File: src/rtl/pipe_pkg.sv
// Shared definitions for the issue stage: instruction layout, opcodes, FSM states.
package pipe_pkg;

  localparam int INSTR_W  = 24;
  localparam int FUNC_W   = 4;
  localparam int REG_W    = 4;
  localparam int ADDR_W   = 8;

  localparam int FUNC_LSB = 20;
  localparam int RS1_LSB  = 16;
  localparam int RS2_LSB  = 12;
  localparam int RD_LSB   = 8;
  localparam int ADDR_LSB = 0;

  typedef enum logic [FUNC_W-1:0] {
    FUNC_ADD = 4'd0,
    FUNC_SUB = 4'd1,
    FUNC_MUL = 4'd2,
    FUNC_DIV = 4'd3,
    FUNC_AND = 4'd4,
    FUNC_OR  = 4'd5,
    FUNC_XOR = 4'd6,
    FUNC_NOT = 4'd7,
    FUNC_SLL = 4'd8,
    FUNC_SRL = 4'd9,
    FUNC_SRA = 4'd10,
    FUNC_SLA = 4'd11
  } func_e;

  typedef enum logic [1:0] {
    ST_IDLE  = 2'd0,
    ST_ISSUE = 2'd1,
    ST_STALL = 2'd2
  } issue_state_t;

endpackage

File: src/rtl/pipe_issue_fifo.sv
// Synchronous instruction queue with push/pop/flush; flush wins over push and pop.
// Latency: pushed word visible at pop_dat the cycle after the push.
// Backpressure: full stays high while DEPTH entries are held, even if a pop is underway.
module pipe_issue_fifo #(
  parameter int DEPTH = 4,
  parameter int WIDTH = 24
) (
  input  logic             clk,
  input  logic             rst_n,
  input  logic             flush,
  input  logic             push,
  input  logic [WIDTH-1:0] push_dat,
  input  logic             pop,
  output logic [WIDTH-1:0] pop_dat,
  output logic             full,
  output logic             empty
);

  localparam int PTR_W = $clog2(DEPTH);

  logic [WIDTH-1:0] mem [DEPTH];
  logic [PTR_W-1:0] wr_ptr;
  logic [PTR_W-1:0] rd_ptr;
  logic [PTR_W:0]   count;
  logic             do_push;
  logic             do_pop;

  assign full    = (count == (PTR_W+1)'(DEPTH));
  assign empty   = (count == '0);
  assign do_push = push & ~full & ~flush;
  assign do_pop  = pop & ~empty & ~flush;
  assign pop_dat = mem[rd_ptr];

  always_ff @(posedge clk) begin
    if (do_push) mem[wr_ptr] <= push_dat;
  end

  // Pointers wrap naturally since DEPTH is a power of two.
  always_ff @(posedge clk or negedge rst_n) begin
    if (!rst_n) begin
      wr_ptr <= '0;
      rd_ptr <= '0;
      count  <= '0;
    end else if (flush) begin
      wr_ptr <= '0;
      rd_ptr <= '0;
      count  <= '0;
    end else begin
      if (do_push) wr_ptr <= wr_ptr + 1'b1;
      if (do_pop)  rd_ptr <= rd_ptr + 1'b1;
      case ({do_push, do_pop})
        2'b10:   count <= count + 1'b1;
        2'b01:   count <= count - 1'b1;
        default: count <= count;
      endcase
    end
  end

endmodule

File: src/rtl/pipe_issue.sv
// In-order issue stage with RAW scoreboard; PIPE_ISSUE_STATS_EN enables the stall counter.
// Latency: 1 cycle from push into an empty queue to issue_valid.
// Backpressure: in_ready = queue not full; hazardous head emits bubbles until the window drains.
module pipe_issue
  import pipe_pkg::*;
#(
  parameter int FIFO_DEPTH = 4,
  parameter int HAZ_WIN    = 2
) (
  input  logic        clk,
  input  logic        rst_n,
  input  logic        flush,
  input  logic        in_valid,
  output logic        in_ready,
  input  logic [23:0] in_instr,
  output logic        issue_valid,
  output logic [3:0]  rs1,
  output logic [3:0]  rs2,
  output logic [3:0]  rd,
  output logic [3:0]  func,
  output logic [7:0]  addr,
  output logic [15:0] stall_cnt
);

  logic [INSTR_W-1:0] head;
  logic               q_full;
  logic               q_empty;
  logic               pop_en;
  logic               hazard;
  issue_state_t       state_q;
  issue_state_t       state_d;

  logic [FUNC_W-1:0]  head_func;
  logic [REG_W-1:0]   head_rs1;
  logic [REG_W-1:0]   head_rs2;
  logic [REG_W-1:0]   head_rd;
  logic [ADDR_W-1:0]  head_addr;

  logic               sb_vld [HAZ_WIN];
  logic [REG_W-1:0]   sb_rd  [HAZ_WIN];

  assign in_ready = ~q_full;

  pipe_issue_fifo #(
    .DEPTH (FIFO_DEPTH),
    .WIDTH (INSTR_W)
  ) u_fifo (
    .clk      (clk),
    .rst_n    (rst_n),
    .flush    (flush),
    .push     (in_valid & ~q_full),
    .push_dat (in_instr),
    .pop      (pop_en),
    .pop_dat  (head),
    .full     (q_full),
    .empty    (q_empty)
  );

  assign head_func = head[FUNC_LSB +: FUNC_W];
  assign head_rs1  = head[RS1_LSB  +: REG_W];
  assign head_rs2  = head[RS2_LSB  +: REG_W];
  assign head_rd   = head[RD_LSB   +: REG_W];
  assign head_addr = head[ADDR_LSB +: ADDR_W];

  // Both sources are checked regardless of opcode.
  always_comb begin
    hazard = 1'b0;
    for (int i = 0; i < HAZ_WIN; i++) begin
      if (sb_vld[i] && (sb_rd[i] == head_rs1 || sb_rd[i] == head_rs2)) hazard = 1'b1;
    end
  end

  always_ff @(posedge clk or negedge rst_n) begin
    if (!rst_n) state_q <= ST_IDLE;
    else        state_q <= state_d;
  end

  always_comb begin
    state_d = state_q;
    pop_en  = 1'b0;
    case (state_q)
      ST_IDLE, ST_ISSUE, ST_STALL: begin
        if (q_empty) begin
          state_d = ST_IDLE;
        end else if (hazard) begin
          state_d = ST_STALL;
        end else begin
          state_d = ST_ISSUE;
          pop_en  = 1'b1;
        end
      end
      default: state_d = ST_IDLE;
    endcase
    if (flush) begin
      state_d = ST_IDLE;
      pop_en  = 1'b0;
    end
  end

  // A bubble shifts an invalid entry in, so a blocked head waits at most HAZ_WIN cycles.
  always_ff @(posedge clk or negedge rst_n) begin
    if (!rst_n) begin
      for (int i = 0; i < HAZ_WIN; i++) begin
        sb_vld[i] <= 1'b0;
        sb_rd[i]  <= '0;
      end
    end else if (flush) begin
      for (int i = 0; i < HAZ_WIN; i++) begin
        sb_vld[i] <= 1'b0;
        sb_rd[i]  <= '0;
      end
    end else begin
      sb_vld[0] <= pop_en;
      sb_rd[0]  <= pop_en ? head_rd : '0;
      for (int i = 1; i < HAZ_WIN; i++) begin
        sb_vld[i] <= sb_vld[i-1];
        sb_rd[i]  <= sb_rd[i-1];
      end
    end
  end

  always_ff @(posedge clk or negedge rst_n) begin
    if (!rst_n) begin
      issue_valid <= 1'b0;
      func        <= '0;
      rs1         <= '0;
      rs2         <= '0;
      rd          <= '0;
      addr        <= '0;
    end else if (pop_en) begin
      issue_valid <= 1'b1;
      func        <= head_func;
      rs1         <= head_rs1;
      rs2         <= head_rs2;
      rd          <= head_rd;
      addr        <= head_addr;
    end else begin
      issue_valid <= 1'b0;
      func        <= '0;
      rs1         <= '0;
      rs2         <= '0;
      rd          <= '0;
      addr        <= '0;
    end
  end

`ifdef PIPE_ISSUE_STATS_EN
  logic [15:0] stall_q;

  always_ff @(posedge clk or negedge rst_n) begin
    if (!rst_n) begin
      stall_q <= '0;
    end else if (flush) begin
      stall_q <= '0;
    end else if (state_d == ST_STALL && stall_q != 16'hFFFF) begin
      stall_q <= stall_q + 1'b1;
    end
  end

  assign stall_cnt = stall_q;
`else
  assign stall_cnt = '0;
`endif

endmodule

File: config.mk
export PLATFORM = sky130hd
export DESIGN_NAME = pipe_issue
export DESIGN_NICKNAME = d
export VERILOG_FILES = /design/src/rtl/pipe_pkg.sv /design/src/rtl/pipe_issue_fifo.sv /design/src/rtl/pipe_issue.sv
export SDC_FILE = /design/constraint.sdc
export NUM_CORES = 1
export LEC_CHECK = 0
export BUFFER_PORTS_ARGS = -buffer_cell sky130_fd_sc_hd__buf_2
export CAP_MARGIN = 20
export CORE_MARGIN = 1
export CORE_UTILIZATION = 45
export DETAILED_ROUTE_END_ITERATION = 10
export GPL_TIMING_DRIVEN = 0
export HOLD_SLACK_MARGIN = 0.12
export PLACE_DENSITY = 0.74
export SYNTH_ARGS = -nofsm -noshare
export SYNTH_HDL_FRONTEND = slang
export SYNTH_SLANG_ARGS = --single-unit
File: constraint.sdc
create_clock -name clk -period 5.05 [get_ports clk]
set_input_delay 0.2525 -clock clk [delete_from_list [all_inputs] [get_ports clk]]
set_output_delay 0.2525 -clock clk [all_outputs]
set_load 0.02 [all_outputs]
==> reports/qor.yml <==
clocking:
  cts_num_sinks: 138
  clock_latency_ns: 0.41
  clkTransAtPathRegs_ns: 0.06
  cts_tree: "yes"
  cts_buffer_depth: 2
  h-tree-depth: 4
  cts-resized-gates: 0
  root_buffer: "sky130_fd_sc_hd__clkbuf_16"
  cts-buffers-inserted: 17
worst_setup_path:
  path_max_fanout: 10
  crit_type: "flop to flop"
  setup.worst_path.end_class: "flop"
  reg2reg_slack_ns: 1.31
  critical_path.startpoint_type: "flop"
  required_ns: 5.32
  cp-startpoint: "u_fifo.rd_ptr[1]$_DFFE_PN0P_"
  crit-reg2reg-capture: "u_fifo.count[2]$_DFFE_PN0P_"
  crit_arrival_ns: 4.01
  ff_to_ff_path_depth: 15
  endpoint: "u_fifo.count[2]$_DFFE_PN0P_"
  crit-reg2reg-launch: "u_fifo.rd_ptr[1]$_DFFE_PN0P_"
final_layout:
  layout-drive-gt1-share: 0.335
  n_antenna_cell: 0
  final_nets: 453
  final_design_utilization: 0.594
  final_standard_cell_count_with_taps_included_and_fillers_excluded: 576
  layout.cells.most_common: "sky130_fd_sc_hd__edfxtp_1"
  layout-area-overhead-vs-synth_pct: 27.0
  commonest_cells_after_routing_fill_and_taps_aside: "sky130_fd_sc_hd__edfxtp_1, sky130_fd_sc_hd__buf_2, sky130_fd_sc_hd__dfrtp_1, sky130_fd_sc_hd__nor2b_1, sky130_fd_sc_hd__dlygate4sd3_1"
die:
  std_cell_rows: 39
  floorplan.die_area_um2: 12500
  fp.dieW_um: 112
  placeable_core_region_um2: 11600
  start_util: 0.468
  num_io_pins: 70
  chipHeight_um: 112
route:
  antenna_violating_nets_post_route: 0
  vias_per_cell: 4.93
  postRouteWirelength_um: 9850
  vias: 2839
  initialDrtViolationCount: 139
  drt_pre_antenna_iters: 7
  post_drt_wl_per_cell_um: 17.1
  detail_route.drc_violations: 6
sta:
  setup_tns_ns: 0
  clock_skew_ns: 0.00825
  fin_hold_ws_ns: 0.205
  setup_viol: 0
  f_max_mhz: 268
  post_layout_min_period_ns: 3.74
  slew_headroom: 0.411
  hold_fails_final_rpt: 0
  rsz_0062_raised_after_global_routing: "false"
  timing.final.crit_share: 0.740
  transition_time_at_the_pin_with_the_least_slew_margin_ns: 0.883
  final_max_slew_viol_count: 0
power_and_ir_drop:
  power_per_cell_area_nw_per_um2: 510
  leakage_nw: 2.70
  ir_drop_v: 0.000302
  report.power.total_mw: 3.52
flow_run:
  max-cap-violations: 0
logic_synthesis:
  seq_area_frac_synth: 0.724
  count_of_cell_types_in_the_netlist: 36
  synth.ff_latch_count: 138
  post_synth_inst_count: 299
  syn-cell-area_um2: 5430
  synthTopCellsByArea: "sky130_fd_sc_hd__edfxtp_1, sky130_fd_sc_hd__dfrtp_1, sky130_fd_sc_hd__mux4_2"
  synthDominantCellAreaShare: 0.531
  yosys.area.top_type: "sky130_fd_sc_hd__edfxtp_1"
  ys_dominant_reg_cell: "sky130_fd_sc_hd__edfxtp_1"
  synthArstFlopShare: 0.304
  post_synth.cell_area_avg_um2: 18.2
  synth_enable_flop_cells: 96
  yosys_warnings: 0
global_routing:
  global_route.overflow_total: 0
  grt_start_max_net_pins: 43
  grt_first_pass_wirelength_um: 16300
  first_global_vias: 3149
  all_layer_global_routing_usage: 0.179
  antenna_found_initial: 0
run_status:
  failed_checks: "design-rule violations"
  status: "finished with violations"
worst_hold_path:
  hold_path.class: "input pin to asynchronous set/reset pin"
place:
  final_weighted_congestion_in_routability_driven_placement: 0.783
  quantity_of_i_o_buffers_inserted_on_ports: 52
  post-dp-hpwl_um: 6200
  place_inst: 518
[repair_timing]
item	CTS	global route
setup buffers	0	0
hold endpoints to repair	138	0
hold buffers	25	0
[synth_stat cells (5+ instances only)]
cell                        n
sky130_fd_sc_hd__nor2b_1   29
sky130_fd_sc_hd__dfrtp_1   42
sky130_fd_sc_hd__nor2_1    12
sky130_fd_sc_hd__nor3b_1    5
sky130_fd_sc_hd__buf_2      5
sky130_fd_sc_hd__xnor2_1   21
sky130_fd_sc_hd__nand2_1    6
sky130_fd_sc_hd__mux4_2    20
sky130_fd_sc_hd__edfxtp_1  96
sky130_fd_sc_hd__buf_4     16
sky130_fd_sc_hd__inv_1      7
[area by class of cell]
| class | instances | area (µm²) |
|---|---|---|
| Inverter | 8 | 30.0 |
| Sequential cell | 138 | 3930 |
| Clock inverter | 7 | 65.1 |
| Clock buffer | 25 | 505 |
| Fill cell | 871 | 4710 |
| Multi-Input combinational cell | 140 | 1350 |
| Timing Repair Buffer | 87 | 643 |
| Tap cell | 143 | 179 |
| Buffer | 28 | 195 |
[state kept, by name, indices dropped and copies added, names as in the netlist]
name	flops
sb_rd	8
u_fifo.rd_ptr	2
func	4
addr	8
u_fifo.count	3
rd	4
u_fifo.wr_ptr	2
state_q	2
u_fifo.mem	96
sb_vld	1
rs2	4
rs1	4
[cell families after synthesis]
| group | after synthesis | synth area share |
|---|---|---|
| AO/OA/AOI/OAI | 7 | 0.0124 |
| XOR/XNOR | 21 | 0.0338 |
| adder cells (fa/ha/maj) | 5 | 0.0129 |
| buffers and inverters | 36 | 0.0414 |
| flip-flops | 138 | 0.724 |
| multiplexers | 25 | 0.105 |
| other | 1 | 0.000690 |
| AND/OR/NAND/NOR | 66 | 0.0698 |
[worst min path at each step]
stage          slack, ns  cells past startpoint                           to
3_3_place_gp        0.46                      1   u_fifo.mem[3][7]$_DFFE_PP_
4_1_cts             0.20                      3  u_fifo.count[1]$_DFFE_PN0P_
5_1_grt             0.20                      2             rs1[3]$_DFF_PN0_
3_5_place_dp        0.47                      1             rs2[0]$_DFF_PN0_
2_1_floorplan      -0.04                      0            addr[0]$_DFF_PN0_
6_report            0.20                      2             rs2[0]$_DFF_PN0_
[routing by layer]
layer	up-vias	share of wire	track usage
met1	1423	0.43	0.220
met2	86	0.50	0.298
met4	0	0.0091	0.0559
met3	10	0.058	0.0637
met5	-	0	0
li1	1320	-	-
[per-stage QoR]
step	worst slack [ns]	cell area, µm²
floorplan	1.83	5490
global placement	0.385	5930
detailed placement	1.38	6060
CTS	1.37	6880
global route	0.959	6900
finish	1.31	6900
[critical path, stage by stage, from the launching register on]
cell                       delay [ns]
sky130_fd_sc_hd__dfrtp_1         0.31
sky130_fd_sc_hd__buf_2           0.22
sky130_fd_sc_hd__buf_2           0.31
sky130_fd_sc_hd__mux4_2          0.40
sky130_fd_sc_hd__xnor2_1         0.19
sky130_fd_sc_hd__nand4_1         0.14
sky130_fd_sc_hd__a21boi_2        0.27
sky130_fd_sc_hd__nor3_2          0.15
sky130_fd_sc_hd__nand2b_1        0.15
sky130_fd_sc_hd__buf_2           0.25
sky130_fd_sc_hd__nor2_1          0.09
sky130_fd_sc_hd__fa_1            0.38
sky130_fd_sc_hd__nor2_1          0.10
sky130_fd_sc_hd__nor4b_1         0.36
sky130_fd_sc_hd__o21ai_0         0.11
sky130_fd_sc_hd__nor3b_1         0.15
[power breakdown]
part	internal (mW)	leakage, nW	total [mW]	switching, mW
clock network	0.739	0.279	1.17	0.431
logic	0.430	0.978	0.927	0.497
registers	1.36	1.44	1.43	0.0643
total	2.53	2.70	3.52	0.993
No activity file was read; power rests on OpenSTA's default activity.
